### config.mk
export PLATFORM = sky130hd
export DESIGN_NAME = byte_serializer_flat
export DESIGN_NICKNAME = d
export VERILOG_FILES = /design/src/rtl/serializer_pkg.sv /design/src/rtl/byte_serializer_if.sv /design/src/rtl/bit_timer.sv /design/src/rtl/byte_serializer.sv /design/src/flat_wrapper.sv
export SDC_FILE = /design/constraint.sdc
export NUM_CORES = 1
export LEC_CHECK = 0
export ABC_AREA = 0
export CORE_MARGIN = 2
export CORE_UTILIZATION = 45
export CTS_CLUSTER_SIZE = 24
export DETAILED_ROUTE_END_ITERATION = 7
export PLACE_DENSITY = 0.67
export SETUP_SLACK_MARGIN = 0.02
export SLEW_MARGIN = 20
export SYNTH_ARGS = -nofsm -noshare
export SYNTH_HDL_FRONTEND = slang
export SYNTH_SLANG_ARGS = --single-unit
### constraint.sdc
create_clock -name n0 -period 2.82 [get_ports n0]
set_clock_uncertainty 0.2 [all_clocks]
set_input_delay 0.564 -clock n0 [delete_from_list [all_inputs] [get_ports n0]]
set_output_delay 0.564 -clock n0 [all_outputs]
set_load 0.05 [all_outputs]
### src/rtl/serializer_pkg.sv
// Shared definitions for the byte serializer slice.
// Contents:
//   state_t               - frame FSM states, 3-bit encoding
//   DATA_W                - data bits per frame (fixed at 8)
//   DEFAULT_CLKS_PER_BIT  - default number of clocks per serial bit
//   frame_parity()        - parity bit for a byte, even by default, odd when
//                           the upstream flag is set
package serializer_pkg;

    typedef enum logic [2:0] {
        IDLE   = 3'd0,
        START  = 3'd1,
        DATA   = 3'd2,
        PARITY = 3'd3,
        STOP   = 3'd4
    } state_t;

    localparam int DATA_W               = 8;
    localparam int DEFAULT_CLKS_PER_BIT = 4;

    // XOR of all data bits gives even parity; the flag flips it to odd.
    function automatic logic frame_parity(input logic [DATA_W-1:0] data,
                                          input logic              odd);
        return (^data) ^ odd;
    endfunction

endpackage

### src/rtl/byte_serializer_if.sv
// Upstream valid/ready handshake between the shift/load register unit and
// the byte serializer.
// Signals:
//   in_valid  upstream byte available
//   in_ready  serializer can accept a byte
//   in_data   byte from the register unit
//   in_flag   upstream status flag (selects odd parity when set)
// Modports:
//   master - upstream side (drives valid/data/flag)
//   slave  - serializer side (drives ready)
interface byte_serializer_if;

    logic                              in_valid;
    logic                              in_ready;
    logic [serializer_pkg::DATA_W-1:0] in_data;
    logic                              in_flag;

    modport master (
        output in_valid,
        output in_data,
        output in_flag,
        input  in_ready
    );

    modport slave (
        input  in_valid,
        input  in_data,
        input  in_flag,
        output in_ready
    );

endinterface

### src/rtl/bit_timer.sv
// Bit-period timer for the byte serializer.
// Ports:
//   n0     clock, rising edge
//   rst    asynchronous active-high reset
//   clear  reload the count to 0 on the next edge
//   count  current position inside the bit period, 0..CLKS_PER_BIT-1
//   tick   high on the last cycle of a bit period
module bit_timer #(
    parameter int CLKS_PER_BIT = serializer_pkg::DEFAULT_CLKS_PER_BIT
) (
    input  logic       n0,
    input  logic       rst,
    input  logic       clear,
    output logic [7:0] count,
    output logic       tick
);

    localparam logic [7:0] CNT_LAST = 8'(CLKS_PER_BIT - 1);

    always_ff @(posedge n0 or posedge rst) begin
        if (rst) begin
            count <= '0;
        end else if (clear) begin
            count <= '0;
        end else begin
            count <= count + 8'd1;
        end
    end

    assign tick = (count == CNT_LAST);

endmodule

### src/rtl/byte_serializer.sv
// Byte serializer: takes a byte plus status flag from the register unit over
// a valid/ready handshake and sends it as an asynchronous serial frame:
// start bit (0), 8 data bits LSB first, optional parity bit, 1 or 2 stop bits.
// Ports:
//   n0         clock, rising edge
//   rst        asynchronous active-high reset
//   up         upstream handshake (slave side)
//   tx         serial line, idles high
//   busy       frame in progress
//   done       one-cycle pulse on the last cycle of the final stop period
//   frame_cnt  completed-frame counter, wraps at 256
module byte_serializer
    import serializer_pkg::*;
#(
    parameter int CLKS_PER_BIT = DEFAULT_CLKS_PER_BIT,
    parameter int PARITY_EN    = 1,
    parameter int STOP_BITS    = 1
) (
    input  logic                n0,
    input  logic                rst,
    byte_serializer_if.slave    up,
    output logic                tx,
    output logic                busy,
    output logic                done,
    output logic [7:0]          frame_cnt
);

    localparam logic [7:0] CNT_LAST  = 8'(CLKS_PER_BIT - 1);
    localparam logic       STOP_LAST = 1'(STOP_BITS - 1);

    state_t              state_q, state_d;
    logic [DATA_W-1:0]   shreg_q, shreg_d;
    logic                par_q, par_d;
    logic [2:0]          bit_idx_q, bit_idx_d;
    logic                stop_idx_q, stop_idx_d;
    logic [7:0]          frame_cnt_d;
    logic                tx_d, busy_d, done_d;

    logic                clear;
    logic                tick;
    logic [7:0]          count;
    logic [7:0]          count_d;

    bit_timer #(
        .CLKS_PER_BIT(CLKS_PER_BIT)
    ) u_timer (
        .n0    (n0),
        .rst   (rst),
        .clear (clear),
        .count (count),
        .tick  (tick)
    );

    assign up.in_ready = (state_q == IDLE);

    // All state, including the registered outputs, updates together so that
    // tx/busy/done are glitch-free flops.
    always_ff @(posedge n0 or posedge rst) begin
        if (rst) begin
            state_q    <= IDLE;
            shreg_q    <= '0;
            par_q      <= 1'b0;
            bit_idx_q  <= '0;
            stop_idx_q <= 1'b0;
            frame_cnt  <= '0;
            tx         <= 1'b1;
            busy       <= 1'b0;
            done       <= 1'b0;
        end else begin
            state_q    <= state_d;
            shreg_q    <= shreg_d;
            par_q      <= par_d;
            bit_idx_q  <= bit_idx_d;
            stop_idx_q <= stop_idx_d;
            frame_cnt  <= frame_cnt_d;
            tx         <= tx_d;
            busy       <= busy_d;
            done       <= done_d;
        end
    end

    // Next-state logic. Every busy state changes (state or bit) on a timer
    // tick, so the timer is cleared on each tick and held clear in IDLE.
    always_comb begin
        state_d     = state_q;
        shreg_d     = shreg_q;
        par_d       = par_q;
        bit_idx_d   = bit_idx_q;
        stop_idx_d  = stop_idx_q;
        frame_cnt_d = frame_cnt;
        clear       = tick;

        case (state_q)
            IDLE: begin
                clear = 1'b1;
                if (up.in_valid) begin
                    shreg_d    = up.in_data;
                    par_d      = frame_parity(up.in_data, up.in_flag);
                    bit_idx_d  = '0;
                    stop_idx_d = 1'b0;
                    state_d    = START;
                end
            end
            START: begin
                if (tick) begin
                    bit_idx_d = '0;
                    state_d   = DATA;
                end
            end
            DATA: begin
                if (tick) begin
                    if (bit_idx_q == 3'd7) begin
                        stop_idx_d = 1'b0;
                        state_d    = (PARITY_EN != 0) ? PARITY : STOP;
                    end else begin
                        shreg_d   = shreg_q >> 1;
                        bit_idx_d = bit_idx_q + 3'd1;
                    end
                end
            end
            PARITY: begin
                if (tick) begin
                    stop_idx_d = 1'b0;
                    state_d    = STOP;
                end
            end
            STOP: begin
                if (tick) begin
                    if (stop_idx_q == STOP_LAST) begin
                        frame_cnt_d = frame_cnt + 8'd1;
                        state_d     = IDLE;
                    end else begin
                        stop_idx_d = 1'b1;
                    end
                end
            end
            default: begin
                state_d = IDLE;
            end
        endcase
    end

    // Registered outputs are computed from the next state so they line up
    // with the cycle they describe. done looks ahead one cycle: it is set on
    // the edge that enters the final cycle of the last stop period.
    always_comb begin
        count_d = clear ? 8'd0 : (count + 8'd1);
        busy_d  = (state_d != IDLE);
        done_d  = (state_d == STOP) && (stop_idx_d == STOP_LAST) &&
                  (count_d == CNT_LAST);
        case (state_d)
            START:   tx_d = 1'b0;
            DATA:    tx_d = shreg_d[0];
            PARITY:  tx_d = par_d;
            default: tx_d = 1'b1;
        endcase
    end

endmodule

### src/flat_wrapper.sv
// flat-port wrapper written by rule: the top's interface ports become plain ports
module byte_serializer_flat import serializer_pkg::*;
#(
    parameter int CLKS_PER_BIT = DEFAULT_CLKS_PER_BIT,
    parameter int PARITY_EN    = 1,
    parameter int STOP_BITS    = 1
)
  (n0, rst, tx, busy, done, frame_cnt, up_in_valid, up_in_data, up_in_flag, up_in_ready);
  byte_serializer_if up_i ();
  input  logic n0;
  input  logic rst;
  output logic tx;
  output logic busy;
  output logic done;
  output logic [7:0] frame_cnt;
  input wire logic [$bits(up_i.in_valid)-1:0] up_in_valid;
  input wire logic [$bits(up_i.in_data)-1:0] up_in_data;
  input wire logic [$bits(up_i.in_flag)-1:0] up_in_flag;
  output wire logic [$bits(up_i.in_ready)-1:0] up_in_ready;
  assign up_i.in_valid = up_in_valid;
  assign up_i.in_data = up_in_data;
  assign up_i.in_flag = up_in_flag;
  assign up_in_ready = up_i.in_ready;
  byte_serializer #(.CLKS_PER_BIT(CLKS_PER_BIT), .PARITY_EN(PARITY_EN), .STOP_BITS(STOP_BITS)) u_core (.n0(n0), .rst(rst), .up(up_i), .tx(tx), .busy(busy), .done(done), .frame_cnt(frame_cnt));
endmodule
# Yosys cells after proc, flatten, opt, wreduce, memory -nomap -nowiden
# Cells that the tools add are included.
# totals
regBits	35
inputBits	12
elab_cells	71
# classes
reduce_logical	10
addsub	3
n_bitwise	3
n_mux	29
n_eq_ne	15
# ops
cell	n
$mux W3	11
$mux W8	4
$add A8 B1 Y8 const B	2
$eq A8 B2 Y1 const B	2
$pmux W8 S2	1
$pmux W3 S5	1
$eq A3 B2 Y1 const B	4
$eq A3 B3 Y1 const B	3
$mux W1	9
$pmux W3 S3	1
$reduce_xor A8 Y1	1
$eq A3 B1 Y1 const B	2
$reduce_bool A3 Y1	2
$reduce_and A5 Y1	1
$ne A2 B1 Y1 const B	2
$ne A2 B2 Y1 const B	2
$pmux W1 S4	1
$reduce_and A4 Y1	1
$add A3 B1 Y3 const B	1
$logic_not A3 Y1	1
$pmux W1 S3	1
$reduce_and A3 Y1	1
$logic_and A1 B1 Y1	2
$not A1 Y1	2
other kinds (2)	2

# Depth between registers and ports, before layout
# logic_depth
depth_word	7
mapped_depth	8

# Hierarchy
# A second synthesis with hierarchy kept.
# unflattened
cells_unflattened	173
hier_area_um2	1789.2
# modules_own_cells
mod	instances	seq_area_each_um2	cells_per_inst	area_per_inst_um2
byte_serializer	1	676.9	135	1412.6
bit_timer	1	200.2	38	376.6

# Worst setup path after synthesis
# No wires, ideal clock.
# synth_path
path_type	reg-to-reg
startpoint	reg u_core.state_q[1]
endpoint	reg u_core.done
setup_time_ns	0.096
period_less_slack_ns	2.973
n_path_buf	1
path_stages_with_launch	7
setup_slack_ns	-0.153
arrival_time_ns	2.677
path_cell_list	dfrtp_1 > buf_2 > nor3_1 > nand2_1 > nand2_1 > or4b_4 > nor4_2
# synth_lines
element	line_no	text
from (decl)	byte_serializer.sv:31	state_t state_q, state_d;
from (signal assigned)	byte_serializer.sv:70	state_q <= state_d;
$logic_not A3 Y1 (*)	n/a	
net up_in_ready	flat_wrapper.sv:19	output wire logic [$bits(up_i.in_ready)-1:0] up_in_ready;
$pmux W3 S5 (tied with other cells)	byte_serializer.sv:93	case (state_q)
$eq A3 B3 Y1 (tied with other cells)	byte_serializer.sv:149	done_d = (state_d == STOP) && (stop_idx_d == STOP_LAST) &&
$logic_and A1 B1 Y1 or $eq A8 B2 Y1 (tied branches)	byte_serializer.sv:149, byte_serializer.sv:150	
$logic_and A1 B1 Y1 (*)	byte_serializer.sv:149	
net u_core.done_d	byte_serializer.sv:37	logic tx_d, busy_d, done_d;
to (signal assigned)	byte_serializer.sv:78	done <= done_d;
to (decl)	byte_serializer.sv:24	output logic done,
# The timed path passes the listed nets; every way through them passes the cells marked *.
# A chain may end at the register's enable or synchronous reset.

# Worst setup path after layout
# layout_path
startpoint	reg u_core.u_timer.count[0]
endpoint	reg u_core.done
# layout_via
elab_chain_cells	6
# layout_lines
element	line_no	text
from (decl)	bit_timer.sv:14	output logic [7:0] count,
from (signal assigned)	bit_timer.sv:26	count <= count + 8'd1;
parallel branches: the longest is 5 deep, another holds $add A8 B1 Y8	n/a	
$logic_and A1 B1 Y1 (*)	byte_serializer.sv:149	
net u_core.done_d	byte_serializer.sv:37	
# Mark *: on every way through the listed nets, which the timed path passes.

==> results.py <==
metrics = {
    "worst_setup_path": {
        "arrival_ns": 2.47,
        "crit_required_ns": 2.81,
        "path_max_fanout": 9,
        "regToRegStartpoint": "u_core.u_timer.count[0]",
        "kind_of_critical_path": "flop to flop",
        "setup.reg_to_reg.worst_slack_ns": 0.34,
        "start_kind": "flop",
        "crit_path_start": "u_core.u_timer.count[0]",
        "reg2reg_depth": 6,
        "crit_path_end_kind": "flop",
        "worst_r2r_endpoint": "u_core.done",
    },
    "hold_path": {
        "hold_path_end": "u_core.shreg_q[4]",
        "hold_path_depth": 2,
        "timing.hold.worst.start": "u_core.shreg_q[5]",
        "timing.hold.worst.class": "flop to flop",
    },
    "power_and_ir_drop": {
        "cellLeakagePower_nw": 1.004,
        "p_sw_w": 0.0006776,
        "p_int_w": 0.001123,
        "switching_share_pct": 37.64,
        "clock_power_share_pct": 18.9,
        "part_of_the_power_in_combinational_logic_pct": 39.5,
        "p_per_area_mw_per_mm2": 826.0,
        "register_share_of_total_power_pct": 41.6,
        "worst_ir_drop_on_vdd_uv": 520.7,
    },
    "sta": {
        "setup_viol": 0,
        "max_slew_violations": 0,
        "period_minus_slack_ns": 2.479,
        "timing.final.hold_violations": 0,
        "clock.fmax_ghz": 0.4033,
        "finalCritPeriodShare_pct": 87.92,
        "rsz0062_at_grt": "false",
        "slew_headroom_pct": 65.09,
        "tightestPinTransition_ns": 0.5220,
        "setup-tns-final_ns": 0,
    },
    "logic_synthesis": {
        "synth-simple-area-share_pct": 24.03,
        "leading_register_cell_type_out_of_synthesis": "dfrtp_1",
        "synthesis.nets": 189,
        "synth_top_cell_by_area": "dfrtp_1",
        "synth_compound_area_share_pct": 7.687,
        "yosys.area_share.xor_xnor_pct": 10.66,
        "synth_mux_area_share_pct": 2.909,
        "synth_largest_type_area_fraction_pct": 47.09,
        "synth_edf_count": 0,
        "synth.yosys.seq_area_share_pct": 48.55,
        "post_synth.cell_area_avg_um2": 10.44,
        "synth_fa_ha_area_share_pct": 2.770,
        "synth.yosys.warnings": 0,
        "netlist_top_cells_area": "dfrtp_1 47%, xnor2_1 7.8%, nand2_1 4.8%, a22oi_1 2.9%, nor2_1 2.9%",
        "area_of_the_mapped_netlist_mm2": 0.001807,
        "synth.ff_latch_count": 35,
        "number_of_instances_in_the_synthesized_netlist": 173,
        "ys_types": 42,
        "largest_family_of_logic_cells_by_synthesized_area": "simple AND/OR/NAND/NOR gates",
        "postSynth.asyncResetShare_pct": 100.0,
    },
    "layout": {
        "fillers": 350,
        "nets": 217,
        "antenna_cells": 0,
        "finalInstanceArea_mm2": 0.002180,
        "post_layout_nonfiller_instances": 252,
        "finish.utilization_pct": 55.28,
        "leading_cell_types_in_the_layout_fill_and_taps_excluded": "34 x dfrtp_1, 23 x nand2_1, 22 x clkdlybuf4s50_1, 16 x xnor2_1, 14 x nor2_1",
        "layout_commonest_cell": "dfrtp_1",
        "layout-drive-gt1-share_pct": 11.39,
        "area.growth.synth_to_final_pct": 20.64,
    },
    "cts": {
        "ctsLongestPathBuffers": 2,
        "cts_num_sinks": 35,
        "root_buffer": "clkbuf_8",
        "postCtsResizedCells": 0,
        "cts_post_setup_buffers_inserted": 0,
        "cts_buffers": 5,
        "htreeDepth": 2,
        "cts.hold.buffers_added": 0,
        "cts.reportedPaths.clkPinSlew_ns": 0.07,
        "cts_tree": "built",
        "clkLatencyLatePin_ns": 0.28,
    },
    "drt": {
        "drt_wl_total_mm": 3.218,
        "post_drt_wl_per_cell_um": 12.77,
        "remaining_antenna_violation_count_after_routing": 0,
        "detailedRoute.firstIterationViolations": 63,
        "post-route-drc-count": 0,
        "1st_pass_router_iterations": 4,
        "via_count": 1307,
        "routed_via_density": 5.187,
    },
    "global_route": {
        "grt_use_total_pct": 16.86,
        "via_count_of_the_first_global_routing_pass": 1306,
        "grt_first_pass_wirelength_mm": 5.630,
        "grt_max_degree": 36,
        "globalRouteOverflowTotal": 0,
        "antenna_found_initial": 0,
    },
    "die": {
        "coreArea_mm2": 0.003943,
        "floorplan.die_area_mm2": 0.004538,
        "initial_utilization_pct": 45.83,
        "die-height_um": 67.37,
        "floorplan.io_pins": 24,
        "chipWidth_um": 67.37,
        "fp-row-count": 23,
    },
    "placed_design": {
        "gp_congestion": 0.8050,
        "placed_cells_incl_taps": 244,
        "dp_area_mm2": 0.002096,
        "numPortBuffers": 23,
        "dpl.hpwl_mm": 2.482,
    },
    "job": {
        "max-cap-violations": 0,
    },
    "run_status": {
        "result_of_the_run": "complete, no violations",
    },
}
[area by class of cell]
class	instances	area [um2]	area share, %
Clock buffer	7	76.32	3.502
Clock inverter	1	5.005	0.2296
Inverter	6	22.52	1.033
Multi-Input combinational cell	126	873.3	40.07
Sequential cell	35	877.1	40.24
Tap cell	50	62.56	2.870
Timing Repair Buffer	27	262.8	12.06
[worst max path at each step]
stage / to / slack, ns / cells after the start
global placement: u_core.tx / 0.34 / 6
finish: u_core.done / 0.34 / 6
global route: u_core.done / 0.19 / 6
floorplan: u_core.done / 0.38 / 6
CTS: up_in_ready / 0.06 / 2
detailed placement: u_core.tx / 0.31 / 6
[state kept, by name, summed over array words and instances (netlist names)]
register	count
u_core.tx	1
u_core.busy	1
u_core.u_timer.count	8
u_core.done	1
u_core.bit_idx_q	3
u_core.shreg_q	8
u_core.frame_cnt	8
u_core.state_q	3
u_core.par_q	1
u_core.stop_idx_q	1
[through the flow]
stage,hold WS [ns],total power [W],setup WS (ns)
floorplan,0.2391,0.001314,0.3759
global placement,0.2580,0.001461,0.3402
detailed placement,0.2578,0.001476,0.3082
CTS,0.2732,0.001820,0.05542
global route,0.2923,0.001929,0.1901
finish,0.2706,0.001800,0.3405
[synthesized netlist by cell type (2+ instances only)]
master,instances
dfrtp_1,34
nand2_1,23
xnor2_1,16
nor2_1,14
a22oi_1,7
and3_1,6
inv_1,6
xor2_1,6
nor3_1,5
ha_1,4
nand3_1,4
a21oi_1,3
clkbuf_1,3
mux2i_1,3
nand4_1,3
nor2b_1,3
nor3b_1,3
a31oi_1,2
buf_6,2
mux2_2,2
nor4_2,2
o21ai_0,2
[cell families (layout without fill, tap and decap cells)]
kind of cell,after synthesis,in the layout
xor gates and xnor gates,22,22
buffers and inverters,12,41
DFF,35,35
AOI/OAI and AO/OA,19,19
muxes,5,5
adders and majority gates,4,4
and+or+nand+nor,76,76
[critical path, cell delays in order (launching register included)]
cell	delay, ns
dfrtp_1	0.43
ha_1	0.30
nor3b_4	0.20
and2_4	0.18
or2_1	0.34
or4b_4	0.55
nor4_2	0.21
[routing by layer]
metal	wire length (um)	track usage, %	up-vias
li1	-	-	653
met1	1453	20.49	623
met2	1573	27.72	25
met3	143	5.500	6
met4	47	6.633	0
met5	0	0	-
[power by group through the flow]
stage / clock network, W / logic (W) / registers (W)
finish: 0.000340 / 0.000711 / 0.000749
floorplan: 0 / 0.000542 / 0.000772
global route: 0.000374 / 0.000785 / 0.000770
CTS: 0.000352 / 0.000721 / 0.000748
detailed placement: 0 / 0.000719 / 0.000757
global placement: 0 / 0.000705 / 0.000756
No activity file was read; power rests on OpenSTA's default activity.
